<file path="src/rtl/key_debounce_scheduler.sv">
// rtl/key_debounce_scheduler.sv - N-key debouncer sharing one settle timer via a round-robin grant
module key_debounce_scheduler #(
    parameter int N_KEYS        = 4,
    parameter int SETTLE_CYCLES = 1000000,
    parameter int CW            = 20,
    parameter int IW            = 2
) (
    input  logic              CLOCK_50,
    input  logic              reset_n,
    input  logic [N_KEYS-1:0] key_in,
    output logic [N_KEYS-1:0] key_level,
    output logic [N_KEYS-1:0] key_press,
    output logic [N_KEYS-1:0] key_release,
    output logic              busy,
    output logic [IW-1:0]     active_idx
);

    typedef enum logic [1:0] {IDLE, TIMING, COMMIT} state_t;

    localparam logic [CW-1:0] SETTLE_LAST = CW'(SETTLE_CYCLES - 1);
    localparam logic [IW:0]   N_WIDE      = (IW+1)'(N_KEYS);

    state_t              state, state_next;
    logic [N_KEYS-1:0]   sync1, sync2;
    logic [N_KEYS-1:0]   cand, mismatch, rot;
    logic [IW-1:0]       ptr, grant_idx, next_ptr;
    logic [IW:0]         grant_off, grant_sum;
    logic [CW-1:0]       timer;
    logic                grant_found, do_grant, do_abort, do_commit;

    assign cand     = ~sync2;
    assign mismatch = cand ^ key_level;
    assign busy     = (state != IDLE);
    assign next_ptr = (active_idx == IW'(N_KEYS - 1)) ? '0 : active_idx + 1'b1;

    // Rotate so bit 0 is the pointer position; the lowest set bit wins.
    always_comb begin
        rot         = N_KEYS'({mismatch, mismatch} >> ptr);
        grant_found = 1'b0;
        grant_off   = '0;
        for (int k = N_KEYS - 1; k >= 0; k--) begin
            if (rot[k]) begin
                grant_found = 1'b1;
                grant_off   = (IW+1)'(k);
            end
        end
        grant_sum = {1'b0, ptr} + grant_off;
        grant_idx = (grant_sum >= N_WIDE) ? IW'(grant_sum - N_WIDE) : IW'(grant_sum);
    end

    always_comb begin
        state_next = state;
        do_grant   = 1'b0;
        do_abort   = 1'b0;
        do_commit  = 1'b0;
        case (state)
            IDLE: begin
                if (grant_found) begin
                    do_grant   = 1'b1;
                    state_next = TIMING;
                end
            end
            TIMING: begin
                if (!mismatch[active_idx]) begin
                    do_abort   = 1'b1;
                    state_next = IDLE;
                end else if (timer == SETTLE_LAST) begin
                    state_next = COMMIT;
                end
            end
            COMMIT: begin
                // A level that slipped back on the final edge is not committed.
                do_commit  = mismatch[active_idx];
                state_next = IDLE;
            end
            default: state_next = IDLE;
        endcase
    end

    always_ff @(posedge CLOCK_50 or negedge reset_n) begin
        if (!reset_n) begin
            state <= IDLE;
        end else begin
            state <= state_next;
        end
    end

    always_ff @(posedge CLOCK_50 or negedge reset_n) begin
        if (!reset_n) begin
            sync1       <= '1;
            sync2       <= '1;
            key_level   <= '0;
            key_press   <= '0;
            key_release <= '0;
            active_idx  <= '0;
            ptr         <= '0;
            timer       <= '0;
        end else begin
            sync1       <= key_in;
            sync2       <= sync1;
            key_press   <= '0;
            key_release <= '0;
            if (do_grant) begin
                active_idx <= grant_idx;
                timer      <= '0;
            end else if (state == TIMING && state_next == TIMING) begin
                timer <= timer + 1'b1;
            end
            if (do_abort || state == COMMIT) begin
                ptr <= next_ptr;
            end
            if (do_commit) begin
                key_level[active_idx] <= cand[active_idx];
                if (cand[active_idx]) begin
                    key_press[active_idx] <= 1'b1;
                end else begin
                    key_release[active_idx] <= 1'b1;
                end
            end
        end
    end

endmodule

</file>
<file path="config.mk">
export PLATFORM = sky130hd
export DESIGN_NAME = key_debounce_scheduler
export DESIGN_NICKNAME = d
export VERILOG_FILES = /design/src/rtl/key_debounce_scheduler.sv
export SDC_FILE = /design/constraint.sdc
export NUM_CORES = 1
export LEC_CHECK = 0
export BUFFER_PORTS_ARGS = -buffer_cell sky130_fd_sc_hd__buf_2
export CAP_MARGIN = 20
export CELL_PAD_IN_SITES_DETAIL_PLACEMENT = 0
export CELL_PAD_IN_SITES_GLOBAL_PLACEMENT = 1
export CORE_ASPECT_RATIO = 0.6
export CORE_UTILIZATION = 45
export DETAILED_ROUTE_END_ITERATION = 12
export GPL_ROUTABILITY_DRIVEN = 1
export PLACE_DENSITY = 0.81
export SYNTH_ARGS = -nofsm -noshare
export SYNTH_HDL_FRONTEND = slang
export SYNTH_SLANG_ARGS = --single-unit
</file>
<file path="constraint.sdc">
create_clock -name CLOCK_50 -period 4.2 [get_ports CLOCK_50]
set_input_delay 0.21 -clock CLOCK_50 [delete_from_list [all_inputs] [get_ports CLOCK_50]]
set_output_delay 0.21 -clock CLOCK_50 [all_outputs]
set_load 0.02 [all_outputs]
</file>
# Yosys cells after proc, flatten, opt, wreduce, memory -nomap -nowiden
# Index checks and enable logic that the tools add are counted.
totals:
  inputBits: 6
  register_bits: 46
classes:
  n_bitwise: 2
  add_sub_neg: 4
  mux: 32
  shift: 1
  eq_ne: 5
  n_lt_le_gt_ge: 3
  n_reduce_logical: 6
ops:
  columns: ["cell", "count"]
  rows:
  - ["2-to-1 mux 20 bit", 2]
  - ["adder 20 x 1 -> 20 bit, second input constant", 1]
  - ["equality test 20 bit, second input constant", 1]
  - ["2-to-1 mux 2 bit", 8]
  - ["2-to-1 mux 4 bit", 4]
  - ["2-to-1 mux 1 bit", 12]
  - [">> shifter 8 x 2 -> 4 bit", 1]
  - ["binary-select mux 1 bit (select 2 bit)", 2]
  - ["bitwise mux 4 bit", 1]
  - ["equality test 2 x 1 -> 1 bit, second input constant", 2]
  - ["equality test 2 bit, second input constant", 2]
  - ["NOT 4 bit", 1]
  - ["one-hot mux 2 bit (2 select lines)", 1]
  - ["nonzero test 2 bit", 2]
  - ["XOR 4 bit", 1]
  - ["adder 2 x 3 -> 3 bit", 1]
  - [">= comparator 3 bit, second input constant", 1]
  - ["< comparator 2 x 3 -> 1 bit, second input constant", 1]
  - ["2-to-1 mux 3 bit", 1]
  - ["adder 2 x 1 -> 2 bit, second input constant", 1]
  - ["demux 1 bit (select 2 bit)", 1]
  - [">= comparator 2 x 1 -> 1 bit, second input constant", 1]
  - ["logical AND 1 bit", 2]
  - ["zero test 2 bit", 1]
  - ["other kinds (2)", 2]

# Longest topological paths before layout
logic_depth:
  ltp_word: 13
  mapped_depth: 9
  ltp_nobuf: 9

# Worst setup path after synthesis
# Ideal clock, no wire load.
synth_timing:
  path_type: "register -> register"
  startpoint: "register key_level[1]"
  endpoint: "register timer[3]"
  path_slack_ns: 2.084
  arrival_time_ns: 1.981
  synth_period_minus_slack_ns: 2.116
  path_buffers: 1
  path_stages_with_launch: 7
  required_time_ns: 4.065
  setup_ns: 0.135
  path_cell_list: "dfrtp_1 xor2_2 mux4_2 or2_1 buf_6 o311ai_1 o31ai_1"
synth_between:
  elab_chain_len: 11
  word_cells_on_any_way: 17
  classes_between: "1 x eq/ne; 1 x shift; 12 x mux; 1 x bitwise; 2 x reduce/logical"
synth_lines:
  columns: ["item", "line_no", "source"]
  rows:
  - ["from (decl)", "11", "output logic [N_KEYS-1:0] key_level,"]
  - ["from (signal, indexed assignment)", "113", "key_level[active_idx] <= cand[active_idx];"]
  - ["XOR 4 bit *", "32", "assign mismatch = cand ^ key_level;"]
  - [">> shifter 8 x 2 -> 4 bit", "38", "rot = N_KEYS'({mismatch, mismatch} >> ptr);"]
  - ["2-to-1 mux 1 bit (4 in series)", "42", "if (rot[k]) begin"]
  - ["2-to-1 mux 2 bit", "58", "if (grant_found) begin"]
  - ["one-hot mux 2 bit (2 select lines)", "56", "case (state)"]
  - ["equality test 2 x 1 -> 1 bit", "106", "end else if (state == TIMING && state_next == TIMING) begin"]
  - ["logical AND 1 bit", "106", null]
  - ["nonzero test 2 bit (no line)", null, null]
  - ["to (signal assigned)", "107", "timer <= timer + 1'b1;"]
  - ["to (decl)", "28", "logic [CW-1:0] timer;"]
# Every way passes the cells marked *; elsewhere a longest branch is shown, timed or not. The select of a mux whose other input is x is not followed.
# A chain may end at the register's enable or synchronous reset.

# Worst setup path after layout
layout_timing:
  startpoint: "register sync2[2]"
  endpoint: "register timer[3]"
layout_between:
  elab_chain_len: 12
  word_cells_on_any_way: 18
  classes_between: "1 x eq/ne; 1 x shift; 12 x mux; 2 x bitwise; 2 x reduce/logical"
layout_lines:
  columns: ["item", "line_no", "source"]
  rows:
  - ["from (decl)", "24", "logic [N_KEYS-1:0] sync1, sync2;"]
  - ["from (signal assigned)", "100", "sync2 <= sync1;"]
  - ["NOT 4 bit *", "31", "assign cand = ~sync2;"]
  - ["XOR 4 bit *", "32", null]
  - [">> shifter 8 x 2 -> 4 bit", "38", null]
  - ["2-to-1 mux 1 bit (4 in series)", "42", null]
  - ["2-to-1 mux 2 bit", "58", null]
  - ["one-hot mux 2 bit (2 select lines)", "56", null]
  - ["equality test 2 x 1 -> 1 bit", "106", null]
  - ["logical AND 1 bit", "106", null]
  - ["nonzero test 2 bit (no line)", null, null]
# Marked as above.

==> flow_metrics.py <==
metrics = {
    "outcome": {
        "outcome": "finished, final reports clean",
    },
    "drt": {
        "drt-initial-drc-count": 138,
        "vias": 1724,
        "ant_nets": 0,
        "viasPerCell": 5.56,
        "routedWlPerCell_um": 16.1,
        "dr.pass1.iters": 4,
        "drc_errors": 0,
        "wirelength_um": 5000,
    },
    "timing": {
        "finalSetupViolations": 0,
        "worst_pin_slew_ns": 0.921,
        "fin_crit_ns": 2.43,
        "min_period_over_period": 0.577,
        "relSlewSlack": 0.381,
        "finalHoldViolCount": 0,
        "fmax_mhz": 412,
        "maxSlewViolCount": 0,
        "skew_ns": 0.00991,
        "rsz0062_at_grt": "false",
        "final.setup.tns_ns": 0,
        "fin_ws_ns": 1.77,
        "hold_ws_ns": 0.348,
    },
    "setup_path": {
        "critPathLaunchType": "flip-flop",
        "rr_worst_depth": 5,
        "path_class": "flip-flop to flip-flop",
        "critPathRequiredTime_ns": 4.39,
        "rrSetupSlack_ns": 1.77,
        "worstPathArrival_ns": 2.61,
        "critPathCaptureType": "flip-flop",
        "crit_fanout": 14,
        "r2r_end": "timer[3]",
        "r2r_start": "sync2[2]",
    },
    "finish": {
        "synthToLayoutAreaGrowth_pct": 13.3,
        "final.fill_count": 422,
        "n_antenna_cell": 0,
        "nNetsFinal": 258,
        "drive_gt1_frac": 0.219,
        "design_area_um2": 2670,
        "multi_input_area_um2": 1110,
        "register_area_um2": 1160,
    },
    "cts": {
        "cts_buffer_depth": 2,
        "cts_buffers": 5,
        "cts_tree": "done",
        "path_clk_slew_ns": 0.10,
        "htreeDepth": 2,
        "clk_latency_ns": 0.31,
        "post_cts_buffers": 0,
        "ctsHoldBuffers": 4,
        "ctsResizeCount": 0,
        "cts.sinks": 46,
        "cts_root_buffer": "clkbuf_8",
    },
    "grt": {
        "grtUsageTotal": 0.210,
        "grt_pass1_wl_um": 8300,
        "grt_start_max_net_pins": 47,
        "grt_pass1_vias": 1588,
        "antenna_found_initial": 0,
        "grt-ovfl-total": 0,
    },
    "synth": {
        "synth_nets": 231,
        "synth_area_leaders": "dfrtp_1 40%, dfstp_2 8.9%, xnor2_1 4.8%, nor4_2 3.7%, ha_1 3.2%",
        "synth_top_area_frac": 0.403,
        "synth_edf_count": 0,
        "async_reset_ff_frac": 1.00,
        "syn_inst": 219,
        "ys.flop_type": "dfrtp_1",
        "synth-seq-cells": 46,
        "synth_top_cell_by_area": "dfrtp_1",
        "synth_cell_type_count": 39,
        "avgSynthCellArea_um2": 10.8,
        "seq_area_frac_synth": 0.492,
        "netlist_area_um2": 2360,
        "synth_commonest_cells": "38 x dfrtp_1, 20 x nor2_1, 18 x nand2_1",
        "yosys_warnings": 0,
        "synth.most_common_cell": "dfrtp_1",
    },
    "floorplan": {
        "pin_count": 21,
        "die_area_um2": 5540,
        "start_util": 0.491,
        "die_height_um": 58.1,
        "die_w_um": 95.5,
        "num_rows": 19,
        "core_um2": 4800,
    },
    "min_path": {
        "min_path_type": "input pin to asynchronous set/reset pin",
    },
    "place": {
        "gp_congestion": 0.852,
        "post-dp-hpwl_um": 3610,
        "placed_area_um2": 2500,
        "place_ws_ns": 1.78,
        "port_buffers": 20,
    },
    "pwr": {
        "p_sw_uw": 519,
        "intPower_uw": 753,
        "peakVddDrop_v": 0.000272,
        "p_leak_nw": 1.16,
        "power_density_nw_per_um2": 476,
        "power_frac_comb": 0.336,
        "power_frac_clock": 0.236,
        "seq_power_share": 0.428,
        "switching_share": 0.408,
    },
    "job": {
        "drv_cap": 0,
    },
}
==> power groups by stage <==
stage          Combinational [mW]  Sequential, mW  Clock, mW
2_1_floorplan               0.317           0.546          0
3_3_place_gp                0.421           0.551          0
3_5_place_dp                0.421           0.551          0
4_1_cts                     0.425           0.543      0.303
5_1_grt                     0.472           0.553      0.320
6_report                    0.427           0.545      0.300
==> worst max-delay path, cell delays in order, from the launching register on <==
cell and delay (ns):
dfstp_2 0.57, xor2_1 0.17, mux4_2 0.71, or2_1 0.41, o311ai_1 0.33, o31ai_1 0.11
==> area by class of cell <==
class / instances / share of cell area
clock buffer: 5 / 0.0258
clock inverter: 3 / 0.0108
inverter: 12 / 0.0169
multi-input combinational: 154 / 0.416
sequential: 46 / 0.435
tap: 63 / 0.0295
timing repair buffer: 27 / 0.0665
==> per-stage QoR <==
stage | instances | total power, mW | utilization
floorplan | 219 | 0.863 | -
global placement | 296 | 0.972 | 0.521
detailed placement | 296 | 0.972 | 0.521
CTS | 308 | 1.27 | 0.550
global route | 310 | 1.35 | 0.556
finish | 310 | 1.27 | 0.556
==> registers in the layout (all words and copies together) (netlist names) <==
| name | flops |
|---|---|
| sync2 | 4 |
| timer | 20 |
| state | 2 |
| active_idx | 2 |
| ptr | 2 |
| key_release | 4 |
| key_press | 4 |
| key_level | 4 |
| sync1 | 4 |
==> kinds of logic after synthesis <==
logic type / count (synthesis) / share of synthesized area
buffers and inverters: 19 / 0.0366
and+or+nand+nor: 86 / 0.220
muxes: 7 / 0.0414
DFF: 46 / 0.492
AOI/OAI and AO/OA: 38 / 0.112
adders and majority gates: 6 / 0.0318
xor gates and xnor gates: 17 / 0.0663
==> routing by layer <==
layer / vias up / routed length [um] / GRT usage
li1: 851 / - / -
met1: 810 / 2830 / 0.366
met2: 55 / 1760 / 0.234
met3: 8 / 366 / 0.0577
met4: 0 / 47 / 0.0618
met5: - / 0 / 0
==> layout by cell type, fill, tap and decap left out, types with 7 or more instances in the layout <==
cell,instances
a21oi_1,9
buf_2,20
dfrtp_1,38
dfstp_2,8
inv_1,12
nand2_1,18
nand4_1,9
nor2_1,20
nor4_2,7
xnor2_1,13
==> worst max-delay path by stage <==
stage / startpoint / to / slack [ns] / depth (start not counted)
after floorplan: key_level[1] / timer[3] / 2.08 / 6
after global placement: timer[0] / timer[0] / 1.83 / 6
after detailed placement: sync2[2] / timer[5] / 1.78 / 5
after CTS: sync2[2] / timer[5] / 1.76 / 5
after global routing: timer[0] / timer[0] / 1.55 / 6
final: sync2[2] / timer[3] / 1.77 / 5
Note: power is estimated with default switching activity, not from simulation.
